**src/rtl/bus_arbiter_pkg.sv**
```systemverilog
`default_nettype none
// ============================================================================
// bus_arbiter_pkg : shared bus constants, owner type and grant decode helper
// Revision 1.0
// ============================================================================
package bus_arbiter_pkg;

  localparam logic ENABLE_  = 1'b0;
  localparam logic DISABLE_ = 1'b1;

  localparam int BUS_MASTER_CH = 4;
  localparam int BUS_OWNER_W   = 2;

  typedef logic [BUS_OWNER_W-1:0] owner_t;

  localparam owner_t BUS_OWNER_MASTER_0 = 2'd0;
  localparam owner_t BUS_OWNER_MASTER_1 = 2'd1;
  localparam owner_t BUS_OWNER_MASTER_2 = 2'd2;
  localparam owner_t BUS_OWNER_MASTER_3 = 2'd3;

  // OWNED: owner still requests; PARKED: owner has let go, bus idles on it
  typedef enum logic {
    BUS_OWNED  = 1'b0,
    BUS_PARKED = 1'b1
  } bus_state_e;

  function automatic logic [BUS_MASTER_CH-1:0] grant_decode(input owner_t owner);
    logic [BUS_MASTER_CH-1:0] g;
    g = {BUS_MASTER_CH{DISABLE_}};
    case (owner)
      BUS_OWNER_MASTER_0: g[0] = ENABLE_;
      BUS_OWNER_MASTER_1: g[1] = ENABLE_;
      BUS_OWNER_MASTER_2: g[2] = ENABLE_;
      BUS_OWNER_MASTER_3: g[3] = ENABLE_;
      default:            g[0] = ENABLE_;
    endcase
    return g;
  endfunction

endpackage
`default_nettype wire

```
**src/rtl/bus_arbiter_if.sv**
```systemverilog
`default_nettype none
// ============================================================================
// bus_arbiter_if : request/grant/ready bundle between masters and the arbiter
// Revision 1.0
// ============================================================================
interface bus_arbiter_if;

  logic                     m0_req_;
  logic                     m1_req_;
  logic                     m2_req_;
  logic                     m3_req_;
  logic                     m_rdy_;
  logic                     m0_grnt_;
  logic                     m1_grnt_;
  logic                     m2_grnt_;
  logic                     m3_grnt_;
  bus_arbiter_pkg::owner_t  owner;
  logic                     bus_err_;

  // Arbiter side
  modport slave (
    input  m0_req_, m1_req_, m2_req_, m3_req_, m_rdy_,
    output m0_grnt_, m1_grnt_, m2_grnt_, m3_grnt_, owner, bus_err_
  );

  // Requesting masters plus the slave read mux
  modport master (
    output m0_req_, m1_req_, m2_req_, m3_req_, m_rdy_,
    input  m0_grnt_, m1_grnt_, m2_grnt_, m3_grnt_, owner, bus_err_
  );

endinterface
`default_nettype wire

```
**src/rtl/bus_arbiter_rr_pick.sv**
```systemverilog
`default_nettype none
// ============================================================================
// bus_arbiter_rr_pick : round-robin scan from start+1, start itself checked last
// Revision 1.0
// ============================================================================
module bus_arbiter_rr_pick
  import bus_arbiter_pkg::*;
(
  input  logic [BUS_MASTER_CH-1:0] req_,
  input  owner_t                   start,
  input  logic                     exclude_self,
  output logic                     valid,
  output owner_t                   winner
);

  owner_t idx;

  always_comb begin
    valid  = 1'b0;
    winner = start;
    idx    = start;
    // Index wraps naturally in the 2-bit owner type; i == 4 lands back on start
    for (int i = 1; i <= BUS_MASTER_CH; i++) begin
      idx = start + owner_t'(i);
      if (!valid && (req_[idx] == ENABLE_) &&
          !(exclude_self && (i == BUS_MASTER_CH))) begin
        valid  = 1'b1;
        winner = idx;
      end
    end
  end

endmodule
`default_nettype wire

```
**src/rtl/bus_arbiter.sv**
```systemverilog
`default_nettype none
// ============================================================================
// bus_arbiter : 4-master round-robin bus arbiter with parked grant and watchdog
// Revision 1.0
// ============================================================================
module bus_arbiter
  import bus_arbiter_pkg::*;
#(
  parameter int TIMEOUT = 256,
  parameter int CNT_W   = 9
) (
  input  logic          clk,
  input  logic          reset,
  bus_arbiter_if.slave  bus
);

  localparam logic [CNT_W-1:0] WDOG_LAST = (TIMEOUT > 0) ? CNT_W'(TIMEOUT - 1) : '0;
  localparam logic [CNT_W-1:0] WDOG_MAX  = '1;
  localparam logic             WDOG_ON   = (TIMEOUT > 0);

  logic [BUS_MASTER_CH-1:0] req_vec;
  owner_t                   owner_q, owner_d;
  logic [BUS_MASTER_CH-1:0] grnt_q, grnt_d;
  logic                     bus_err_q, bus_err_d;
  logic [CNT_W-1:0]         wdog_q, wdog_d;

  bus_state_e               bus_state;
  logic                     waiting;
  logic                     expire;
  logic                     pick_valid;
  owner_t                   pick_winner;

  assign req_vec   = {bus.m3_req_, bus.m2_req_, bus.m1_req_, bus.m0_req_};
  assign bus_state = (req_vec[owner_q] == ENABLE_) ? BUS_OWNED : BUS_PARKED;
  assign waiting   = (bus_state == BUS_OWNED) && (bus.m_rdy_ == DISABLE_);
  assign expire    = WDOG_ON && waiting && (wdog_q == WDOG_LAST);

  // While owned, only a watchdog expiry consults the picker, and then the
  // stuck owner must not win itself back.
  bus_arbiter_rr_pick u_rr_pick (
    .req_         (req_vec),
    .start        (owner_q),
    .exclude_self (bus_state == BUS_OWNED),
    .valid        (pick_valid),
    .winner       (pick_winner)
  );

  always_comb begin
    owner_d   = owner_q;
    bus_err_d = DISABLE_;
    wdog_d    = '0;
    if (bus_state == BUS_PARKED) begin
      if (pick_valid) begin
        owner_d = pick_winner;
      end
    end else if (expire) begin
      bus_err_d = ENABLE_;
      if (pick_valid) begin
        owner_d = pick_winner;
      end
    end else if (WDOG_ON && waiting) begin
      wdog_d = (wdog_q != WDOG_MAX) ? (wdog_q + CNT_W'(1)) : wdog_q;
    end
    grnt_d = grant_decode(owner_d);
  end

  always_ff @(posedge clk or posedge reset) begin
    if (reset) begin
      owner_q   <= BUS_OWNER_MASTER_0;
      grnt_q    <= grant_decode(BUS_OWNER_MASTER_0);
      bus_err_q <= DISABLE_;
      wdog_q    <= '0;
    end else begin
      owner_q   <= owner_d;
      grnt_q    <= grnt_d;
      bus_err_q <= bus_err_d;
      wdog_q    <= wdog_d;
    end
  end

  assign bus.m0_grnt_ = grnt_q[0];
  assign bus.m1_grnt_ = grnt_q[1];
  assign bus.m2_grnt_ = grnt_q[2];
  assign bus.m3_grnt_ = grnt_q[3];
  assign bus.owner    = owner_q;
  assign bus.bus_err_ = bus_err_q;

endmodule
`default_nettype wire

```
**src/flat_wrapper.sv**
```systemverilog
// flat-port wrapper written by rule: the top's interface ports become plain ports
module bus_arbiter_flat import bus_arbiter_pkg::*;
#(
  parameter int TIMEOUT = 256,
  parameter int CNT_W   = 9
)
  (clk, reset, bus_m0_req_, bus_m1_req_, bus_m2_req_, bus_m3_req_, bus_m_rdy_, bus_m0_grnt_, bus_m1_grnt_, bus_m2_grnt_, bus_m3_grnt_, bus_owner, bus_bus_err_);
  bus_arbiter_if bus_i ();
  input  logic clk;
  input  logic reset;
  input wire logic [$bits(bus_i.m0_req_)-1:0] bus_m0_req_;
  input wire logic [$bits(bus_i.m1_req_)-1:0] bus_m1_req_;
  input wire logic [$bits(bus_i.m2_req_)-1:0] bus_m2_req_;
  input wire logic [$bits(bus_i.m3_req_)-1:0] bus_m3_req_;
  input wire logic [$bits(bus_i.m_rdy_)-1:0] bus_m_rdy_;
  output wire logic [$bits(bus_i.m0_grnt_)-1:0] bus_m0_grnt_;
  output wire logic [$bits(bus_i.m1_grnt_)-1:0] bus_m1_grnt_;
  output wire logic [$bits(bus_i.m2_grnt_)-1:0] bus_m2_grnt_;
  output wire logic [$bits(bus_i.m3_grnt_)-1:0] bus_m3_grnt_;
  output wire logic [$bits(bus_i.owner)-1:0] bus_owner;
  output wire logic [$bits(bus_i.bus_err_)-1:0] bus_bus_err_;
  assign bus_i.m0_req_ = bus_m0_req_;
  assign bus_i.m1_req_ = bus_m1_req_;
  assign bus_i.m2_req_ = bus_m2_req_;
  assign bus_i.m3_req_ = bus_m3_req_;
  assign bus_i.m_rdy_ = bus_m_rdy_;
  assign bus_m0_grnt_ = bus_i.m0_grnt_;
  assign bus_m1_grnt_ = bus_i.m1_grnt_;
  assign bus_m2_grnt_ = bus_i.m2_grnt_;
  assign bus_m3_grnt_ = bus_i.m3_grnt_;
  assign bus_owner = bus_i.owner;
  assign bus_bus_err_ = bus_i.bus_err_;
  bus_arbiter #(.TIMEOUT(TIMEOUT), .CNT_W(CNT_W)) u_core (.clk(clk), .reset(reset), .bus(bus_i));
endmodule
```
**config.mk**
```make
export PLATFORM = sky130hd
export DESIGN_NAME = bus_arbiter_flat
export DESIGN_NICKNAME = d
export VERILOG_FILES = /design/src/rtl/bus_arbiter_pkg.sv /design/src/rtl/bus_arbiter_if.sv /design/src/rtl/bus_arbiter_rr_pick.sv /design/src/rtl/bus_arbiter.sv /design/src/flat_wrapper.sv
export SDC_FILE = /design/constraint.sdc
export NUM_CORES = 1
export LEC_CHECK = 0
export BUFFER_PORTS_ARGS = -buffer_cell sky130_fd_sc_hd__buf_2
export CAP_MARGIN = 20
export CELL_PAD_IN_SITES_DETAIL_PLACEMENT = 0
export CELL_PAD_IN_SITES_GLOBAL_PLACEMENT = 1
export CORE_MARGIN = 2
export CORE_UTILIZATION = 41
export CTS_CLUSTER_SIZE = 25
export DETAILED_ROUTE_END_ITERATION = 6
export PLACE_DENSITY = 0.82
export REMOVE_ABC_BUFFERS = 1
export SKIP_LAST_GASP = 1
export SLEW_MARGIN = 25
export SYNTH_ARGS = -nofsm -noshare
export SYNTH_HDL_FRONTEND = slang
export SYNTH_SLANG_ARGS = --single-unit
```
**constraint.sdc**
```tcl
create_clock -name clk -period 2.5 [get_ports clk]
set_clock_uncertainty 0.05 [all_clocks]
set_input_delay 0.5 -clock clk [delete_from_list [all_inputs] [get_ports clk]]
set_output_delay 0.5 -clock clk [all_outputs]
set_load 0.02 [all_outputs]
```
Yosys cells after proc, flatten, opt, wreduce, memory -nomap -nowiden
Cells that the tools add are included.

Register bits after elaboration: 16. Latch bits: 0. Bits in writable memories: 0. ROM bits: 0. Input port bits: 7. Output and inout bits: 7. Word-level logic and storage cells: 59. Memories kept: 0.

Add/sub/neg operators: 4. Multipliers: 0. Div/mod/pow operators: 0. $lt $le $gt $ge: 4. Equal/unequal tests: 6. Shift-type cells: 0. Mux-type cells: 29. Bitwise operators: 3. Reductions and logical operators: 9.

Operators by type and width (count): 9-bit 2-to-1 mux (4); 1-bit 2-to-1 mux (14); 2-bit 2-to-1 mux (7); 2-bit by 3-bit less-than comparator with 1-bit output, second input constant (4); 9-bit by 1-bit adder with 9-bit output, second input constant (1); 9-bit by 8-bit == test with 1-bit output, second input constant (1); 9-bit inequality test, second input constant (1); 1-bit binary-select mux with 2-bit select (4); 1-bit logical AND (6); 2-bit adder, second input constant (2); 2-bit == test, second input constant (2); 4-bit inequality test, second input constant (1); 1-bit inverter (3); 2-bit by 1-bit adder with 2-bit output, second input constant (1); 2-bit by 1-bit == test with 1-bit output, second input constant (1); 1-bit logical NOT (2); 2-bit logical NOT (1).

Depth between registers and ports, before layout
Gate-level depths: netlist of run 1.

Depth in word-level cells: 18. Gate-level depth with buffers: 10. Gate-level depth less buffers: 10.

Cells and area by module
Synthesis of run 1 repeated with hierarchy kept, for this count alone.

Cells, all modules: 99. Area, all modules: 977.2 um^2.

Modules (own cells, without submodules): bus_arbiter (times used 1, cells an instance 80, area an instance 839.6 um^2, seq. area each 405.4 um^2); bus_arbiter_rr_pick (times used 1, cells an instance 19, area an instance 137.6 um^2, seq. area each 0.0 um^2).

Worst setup path after synthesis of run 1
No wires, ideal clock.

Kind: reg-to-reg. From: register u_core.wdog_q[2]. To: register u_core.grnt_q[3]. Setup time: 0.084 ns. Arrival: 1.699 ns. Data required time: 2.366 ns. Path slack: 0.667 ns. Cell stages (with the launch flop): 11. Buffers on the path: 0. Period minus slack after synthesis: 1.833 ns. Cells stage by stage: dfrtp_1 -> and3_1 -> nand3_1 -> nor2_1 -> ha_1 -> a21oi_1 -> a32oi_1 -> o21ai_0 -> a32o_1 -> inv_1 -> nand2_1.

Longest elaborated chain between the ends: 6.

RTL lines: start: declaration (RTL line bus_arbiter.sv:25) `logic [CNT_W-1:0] wdog_q, wdog_d;`; start signal: assignment (RTL line bus_arbiter.sv:77) `wdog_q <= wdog_d;`; 9-bit by 8-bit == test with 1-bit output (RTL line bus_arbiter.sv:36) `assign expire = WDOG_ON && waiting && (wdog_q == WDOG_LAST);`; 1-bit logical AND (RTL line bus_arbiter.sv:36); 2-bit 2-to-1 mux (RTL line bus_arbiter.sv:56) `end else if (expire) begin`; 2-bit 2-to-1 mux (RTL line bus_arbiter.sv:52) `if (bus_state == BUS_PARKED) begin`; named net u_core.owner_d[1] (RTL line bus_arbiter.sv:22) `owner_t owner_q, owner_d;`; 2-bit == test (RTL line bus_arbiter_pkg.sv:30) `case (owner)`; 1-bit 2-to-1 mux (RTL line bus_arbiter_pkg.sv:30); named net u_core.grnt_d[3] (RTL line bus_arbiter.sv:23) `logic [BUS_MASTER_CH-1:0] grnt_q, grnt_d;`; end signal: assignment (RTL line bus_arbiter.sv:70) `grnt_q <= grant_decode(BUS_OWNER_MASTER_0);`; end signal: assignment (RTL line bus_arbiter.sv:75) `grnt_q <= grnt_d;`; end: declaration (RTL line bus_arbiter.sv:23).

The timed path passes the listed nets, and every way through them passes these cells. A chain may end at the register's enable or synchronous reset.

Worst setup path after layout of run 1
Same ends and word-level chain as after synthesis.

==> results.py, run 1 <==
metrics = {
    "outcome": {
        "run_status": "finished, final reports clean",
    },
    "clock_tree": {
        "cts_buffers": 3,
        "h-tree-depth": 1,
        "clk_pin_slew_worst_paths_ps": 90,
        "cts_root_buf": "clkbuf_4",
        "cts_setup_buffers": 0,
        "cts.repair.resized": 0,
        "postCtsHoldBufs": 0,
        "cts.sinks": 16,
        "clk_latency_ps": 280,
        "cts_tree": "done",
        "clockBufferDepth": 2,
    },
    "synth": {
        "ys_seq_area_frac": 0.4609,
        "synthesis.area_um2": 879.6,
        "ys_ff_latch": 16,
        "ys_types": 28,
        "yosysWarningCount": 0,
        "postSynthAreaPerCell_um2": 9.883,
        "synthCells": 89,
    },
    "detailed_routing": {
        "drtIter0Drc": 7,
        "wl_per_cell_um": 11.33,
        "ant_nets": 0,
        "num_vias": 652,
        "drc": 0,
        "first_pass_iters": 4,
        "vias_per_cell": 4.939,
        "wl_um": 1495,
    },
    "floorplan": {
        "die_area_um2": 2532,
        "ioPinCount": 14,
        "rows": 16,
        "die_x_um": 50.32,
        "initial_core_util": 0.4394,
        "coreArea_um2": 2002,
        "die-height_um": 50.32,
    },
    "worst_setup_path": {
        "regToRegSetupSlack_ps": 400,
        "r2r_end": "u_core.grnt_q[3]",
        "criticalPathCategory": "reg -> reg",
        "worst-path-max-fanout": 4,
        "worstPathRequired_ps": 2660,
        "rr_worst_depth": 10,
        "end_kind": "flip-flop",
        "regToRegStartpoint": "u_core.wdog_q[2]",
        "arrival_ps": 2260,
        "crit_path_start_kind": "flip-flop",
    },
    "global_route": {
        "gr-total-overflow": 0,
        "antenna_found_initial": 0,
        "grt_first_pass_wirelength_um": 2622,
        "grt_start_max_net_pins": 17,
        "grt.total_usage": 0.1371,
        "grt_pass1_vias": 619,
    },
    "timing": {
        "slew_headroom": 0.5994,
        "holdWs_ps": 219.1,
        "clock.fmax_mhz": 476.7,
        "post-route-period-util": 0.8391,
        "post-route-min-period_ps": 2098,
        "rsz0062_at_grt": "no",
        "hold_violations": 0,
        "tns_ps": 0,
        "finalSetupViolCount": 0,
        "worstMarginPinSlew_ps": 600.3,
        "final_max_slew_viol_count": 0,
    },
    "place": {
        "port_buffers": 13,
        "dp_cells": 128,
        "gp_congestion": 0.7174,
        "place_hpwl_um": 1074,
    },
    "cells_and_area": {
        "area_delta_synth_final_pct": 13.37,
        "fin_nets": 116,
        "multi_input_area_um2": 451.7,
        "fill_cells": 198,
        "diodes": 0,
        "finish.utilization": 0.4981,
        "final_cell_mix": "nor2_1, buf_2, nand2_1, dfrtp_1",
        "fin_cells": 132,
        "layout_commonest_cell": "nor2_1",
        "drive_gt1_frac": 0.2476,
        "regArea_um2": 405.4,
    },
    "pwr": {
        "total_power_uw": 912.7,
        "ir_worst_vdd_v": 0.0005870,
        "power_leakage_uw": 0.0004590,
        "pwr_density_cell_nw_per_um2": 915.2,
    },
    "worst_hold_path": {
        "hp-class": "in -> async",
    },
    "flow_run": {
        "max_cap_viol_count": 0,
    },
}
-- state kept, by name, summed over array words and instances (netlist names) --
signal and flops:
u_core.bus.owner 2, u_core.wdog_q 9, u_core.grnt_q 4, u_core.bus.bus_err_ 1
-- layout make-up --
type | instances | area share
timing repair buffer | 13 | 0.06524
inverter | 4 | 0.01506
clock buffer | 4 | 0.02635
sequential | 16 | 0.4065
multi-input combinational | 68 | 0.4529
tap | 27 | 0.03388
-- worst max path at each step --
stage / depth (start not counted) / end / slack [ps] / from
after detailed placement: 10 / u_core.grnt_q[2] / 430 / u_core.wdog_q[2]
final: 10 / u_core.grnt_q[3] / 400 / u_core.wdog_q[2]
after global routing: 10 / u_core.grnt_q[3] / 190 / u_core.wdog_q[2]
after CTS: 10 / u_core.grnt_q[2] / 410 / u_core.wdog_q[2]
after global placement: 10 / u_core.grnt_q[3] / 480 / u_core.wdog_q[2]
after floorplan: 10 / u_core.grnt_q[3] / 650 / u_core.wdog_q[2]
-- synth_stat cells --
| library cell | number | share of area |
|---|---|---|
| o22ai_1 | 1 | 0.0071 |
| nor2_1 | 14 | 0.060 |
| ha_1 | 3 | 0.043 |
| and2b_1 | 1 | 0.0085 |
| a221oi_2 | 2 | 0.034 |
| nand2_1 | 12 | 0.051 |
| nor2b_1 | 2 | 0.014 |
| buf_4 | 1 | 0.0085 |
| o21ai_0 | 2 | 0.011 |
| nand3_1 | 6 | 0.034 |
| xor2_1 | 6 | 0.060 |
| and3b_1 | 1 | 0.010 |
| o2111ai_2 | 1 | 0.017 |
| a32o_1 | 1 | 0.011 |
| a21boi_0 | 1 | 0.0085 |
| dfrtp_1 | 12 | 0.34 |
| nand3b_1 | 1 | 0.0085 |
| xnor2_2 | 1 | 0.018 |
| a32oi_1 | 1 | 0.010 |
| and3_2 | 1 | 0.0085 |
| nand2b_1 | 3 | 0.021 |
| dfstp_2 | 4 | 0.12 |
| a31oi_2 | 1 | 0.014 |
| a21oi_1 | 2 | 0.011 |
| xnor2_1 | 1 | 0.010 |
| mux2i_1 | 3 | 0.034 |
| inv_1 | 4 | 0.017 |
| and3_1 | 1 | 0.0071 |
-- routing by layer --
metal / up-vias / track usage / wire (um)
met4: 0 / 0.06757 / 17
met2: 7 / 0.1930 / 628
met5: - / 0 / 0
met1: 308 / 0.2000 / 816
met3: 2 / 0.02679 / 32
li1: 335 / - / -
-- power breakdown --
group          internal (uW)  switching [uW]
clock network           61.9            78.3
logic                    160             222
registers                326            64.3
total                    548             365
-- worst max-delay path, cell delays in order (launching register included) --
cell,delay (ps)
dfrtp_1,400
and3_1,210
nand3_1,100
nor2_1,170
ha_1,230
a21oi_1,100
a32oi_1,220
o21ai_0,130
a32o_1,260
inv_1,100
nand2_1,60
-- through the flow --
step / area, um2 / setup slack, ps
floorplan: 872.1 / 651.8
detailed placement: 970.9 / 425.0
CTS: 997.2 / 411.4
global route: 997.2 / 191.4
global placement: 970.9 / 480.3
finish: 997.2 / 402.1
-- cell families after synthesis --
| kind of cell | synth area share |
|---|---|
| AO/OA/AOI/OAI | 0.1252 |
| flip-flops | 0.4609 |
| multiplexers | 0.03414 |
| AND/OR/NAND/NOR | 0.2233 |
| buffers and inverters | 0.02560 |
| adder cells (fa/ha/maj) | 0.04268 |
| XOR/XNOR | 0.08820 |
Note: power is estimated with default switching activity, not from simulation.
==> inputs of run 2 (changes only) <==
Settings changed: CORE_ASPECT_RATIO from default to 0.6, CORE_UTILIZATION 41 to 37, PLACE_DENSITY 0.82 to 0.79.
Clock period 2.5 ns to 1.8 ns, I/O delays scaled along.
==> results.py, run 2 (synthesis gave the netlist of run 1 again) <==
metrics = {
    "outcome": {
        "run_status": "finished with violations",
        "violations": "setup timing",
    },
    "timing": {
        "worst_slack_ps": -39.82,
        "finalSetupViolCount": 4,
        "hold_violations": 0,
        "clock.fmax_mhz": 543.5,
        "holdWs_ps": 113.1,
        "rsz0062_at_grt": "yes",
        "final_max_slew_viol_count": 0,
        "worstMarginPinSlew_ps": 591.5,
        "post-route-min-period_ps": 1840,
        "slew_headroom": 0.6053,
        "post-route-period-util": 1.022,
    },
    "floorplan": {
        "die_x_um": 66.95,
        "coreArea_um2": 2212,
        "ioPinCount": 14,
        "rows": 13,
        "initial_core_util": 0.3976,
        "die-height_um": 41.77,
        "die_area_um2": 2796,
    },
    "clock_tree": {
        "cts_root_buf": "clkbuf_8",
        "cts.sinks": 16,
        "clockBufferDepth": 2,
        "h-tree-depth": 1,
        "clk_pin_slew_worst_paths_ps": 60,
        "clk_latency_ps": 250,
        "cts_buffers": 3,
        "cts_tree": "done",
    },
    "detailed_routing": {
        "wl_um": 1871,
        "vias_per_cell": 4.831,
        "wl_per_cell_um": 12.64,
        "ant_nets": 0,
        "first_pass_iters": 4,
        "drc": 0,
        "drtIter0Drc": 20,
        "num_vias": 715,
    },
    "global_route": {
        "grt.total_usage": 0.1384,
        "antenna_found_initial": 0,
        "grt_first_pass_wirelength_um": 2822,
        "grt_pass1_vias": 641,
        "grt_start_max_net_pins": 17,
        "gr-total-overflow": 0,
    },
    "cells_and_area": {
        "area_delta_synth_final_pct": 35.99,
        "multi_input_area_um2": 519.2,
        "fill_cells": 221,
        "fin_nets": 129,
        "final_area_um2": 1196,
        "largest_reg_flops": 9,
        "regArea_um2": 406.6,
        "regMostFlops": "u_core.wdog_q",
        "diodes": 0,
        "drive_gt1_frac": 0.4492,
        "final_cell_mix": "buf_2, buf_4, nand2_1, nor2_1, dfrtp_1",
    },
    "worst_hold_path": {
        "hp-class": "in -> async",
    },
    "worst_setup_path": {
        "end_kind": "flip-flop",
        "crit_path_start_kind": "flip-flop",
        "criticalPathCategory": "reg -> reg",
        "worst-path-max-fanout": 5,
        "worstPathRequired_ps": 1950,
        "arrival_ps": 1990,
    },
    "place": {
        "gp_congestion": 0.8082,
        "port_buffers": 13,
        "place_hpwl_um": 1334,
        "place_area_um2": 1057,
    },
    "pwr": {
        "pwr_density_cell_nw_per_um2": 1310,
        "power_leakage_uw": 0.0005525,
        "ir_worst_vdd_v": 0.0009665,
    },
    "flow_run": {
        "max_cap_viol_count": 0,
    },
}
run 2: cell types whose count changed in the layout (fill, tap and decap cells not counted), moves of 2 or more:
cell	before	now
buf_4	0	13
clkbuf_8	0	4
clkbuf_4	3	0
nand3_1	6	4
nor2_1	14	12
run 2: timing repair:
action / in CTS / in global routing
setup endpoints to repair: 7 / 15
pin swaps: 3 / 3
resized for setup: 8 / 9
setup buffers: 1 / 1
hold buffers: 0 / 0
run 2: power by group:
| part | internal [uW] | switching, uW |
|---|---|---|
| logic | 341 | 371 |
| clock network | 194 | 124 |
| registers | 457 | 79.7 |
| total | 992 | 575 |
run 2: per-stage QoR:
step	utilization	total power [uW]	worst slack (ps)	cells	setup TNS [ps]
after floorplan	-	945.2	-48.19	88	-96.28
after CTS	0.5153	1510	-12.43	147	-28.48
final	0.5407	1566	-39.82	148	-105.0
after global placement	0.4779	1166	-59.21	142	-139.7
after global routing	0.5407	1667	-156.9	148	-735.0
after detailed placement	0.4779	1171	-121.6	142	-373.2
run 2: area by class of cell:
cell class                 instances  area share
sequential                        16      0.3400
tap                               30     0.03138
clock buffer                       4     0.04602
timing repair buffer              26      0.1360
inverter                           4     0.01255
multi-input combinational         68      0.4341
run 2: routing by layer:
metal  vias up  part of all wire  GRT usage
met5         -                 0          0
met4         0             0.014    0.06531
met3         4             0.049    0.07046
met2        16              0.43     0.1780
met1       335              0.50     0.1886
li1        360                 -          -
run 2: final timing paths:
| kind | slack (ps) | cells past startpoint | start | endpoint |
|---|---|---|---|---|
| setup / recovery | -40 | 9 | u_core.wdog_q[2] | u_core.grnt_q[2] |
| max in group asynchronous | 1170 | 2 | reset | u_core.bus.owner[0] |
| hold / removal | 110 | 2 | reset | u_core.wdog_q[0] |
| hold reg to reg | 500 | 2 | u_core.wdog_q[7] | u_core.wdog_q[7] |
| min in group clk | 280 | 2 | bus_m_rdy_ | u_core.bus.bus_err_ |
| setup reg to reg | -40 | 9 | u_core.wdog_q[2] | u_core.grnt_q[2] |
run 2: critical path, cell delays in order (launching register included):
cell and delay [ps]:
dfrtp_1 360, and3_4 210, nand3_4 90, nor2_4 140, ha_4 170, a21oi_2 70, nand2_1 90, o2111ai_2 160
xnor2_2 280, nand2b_4 170
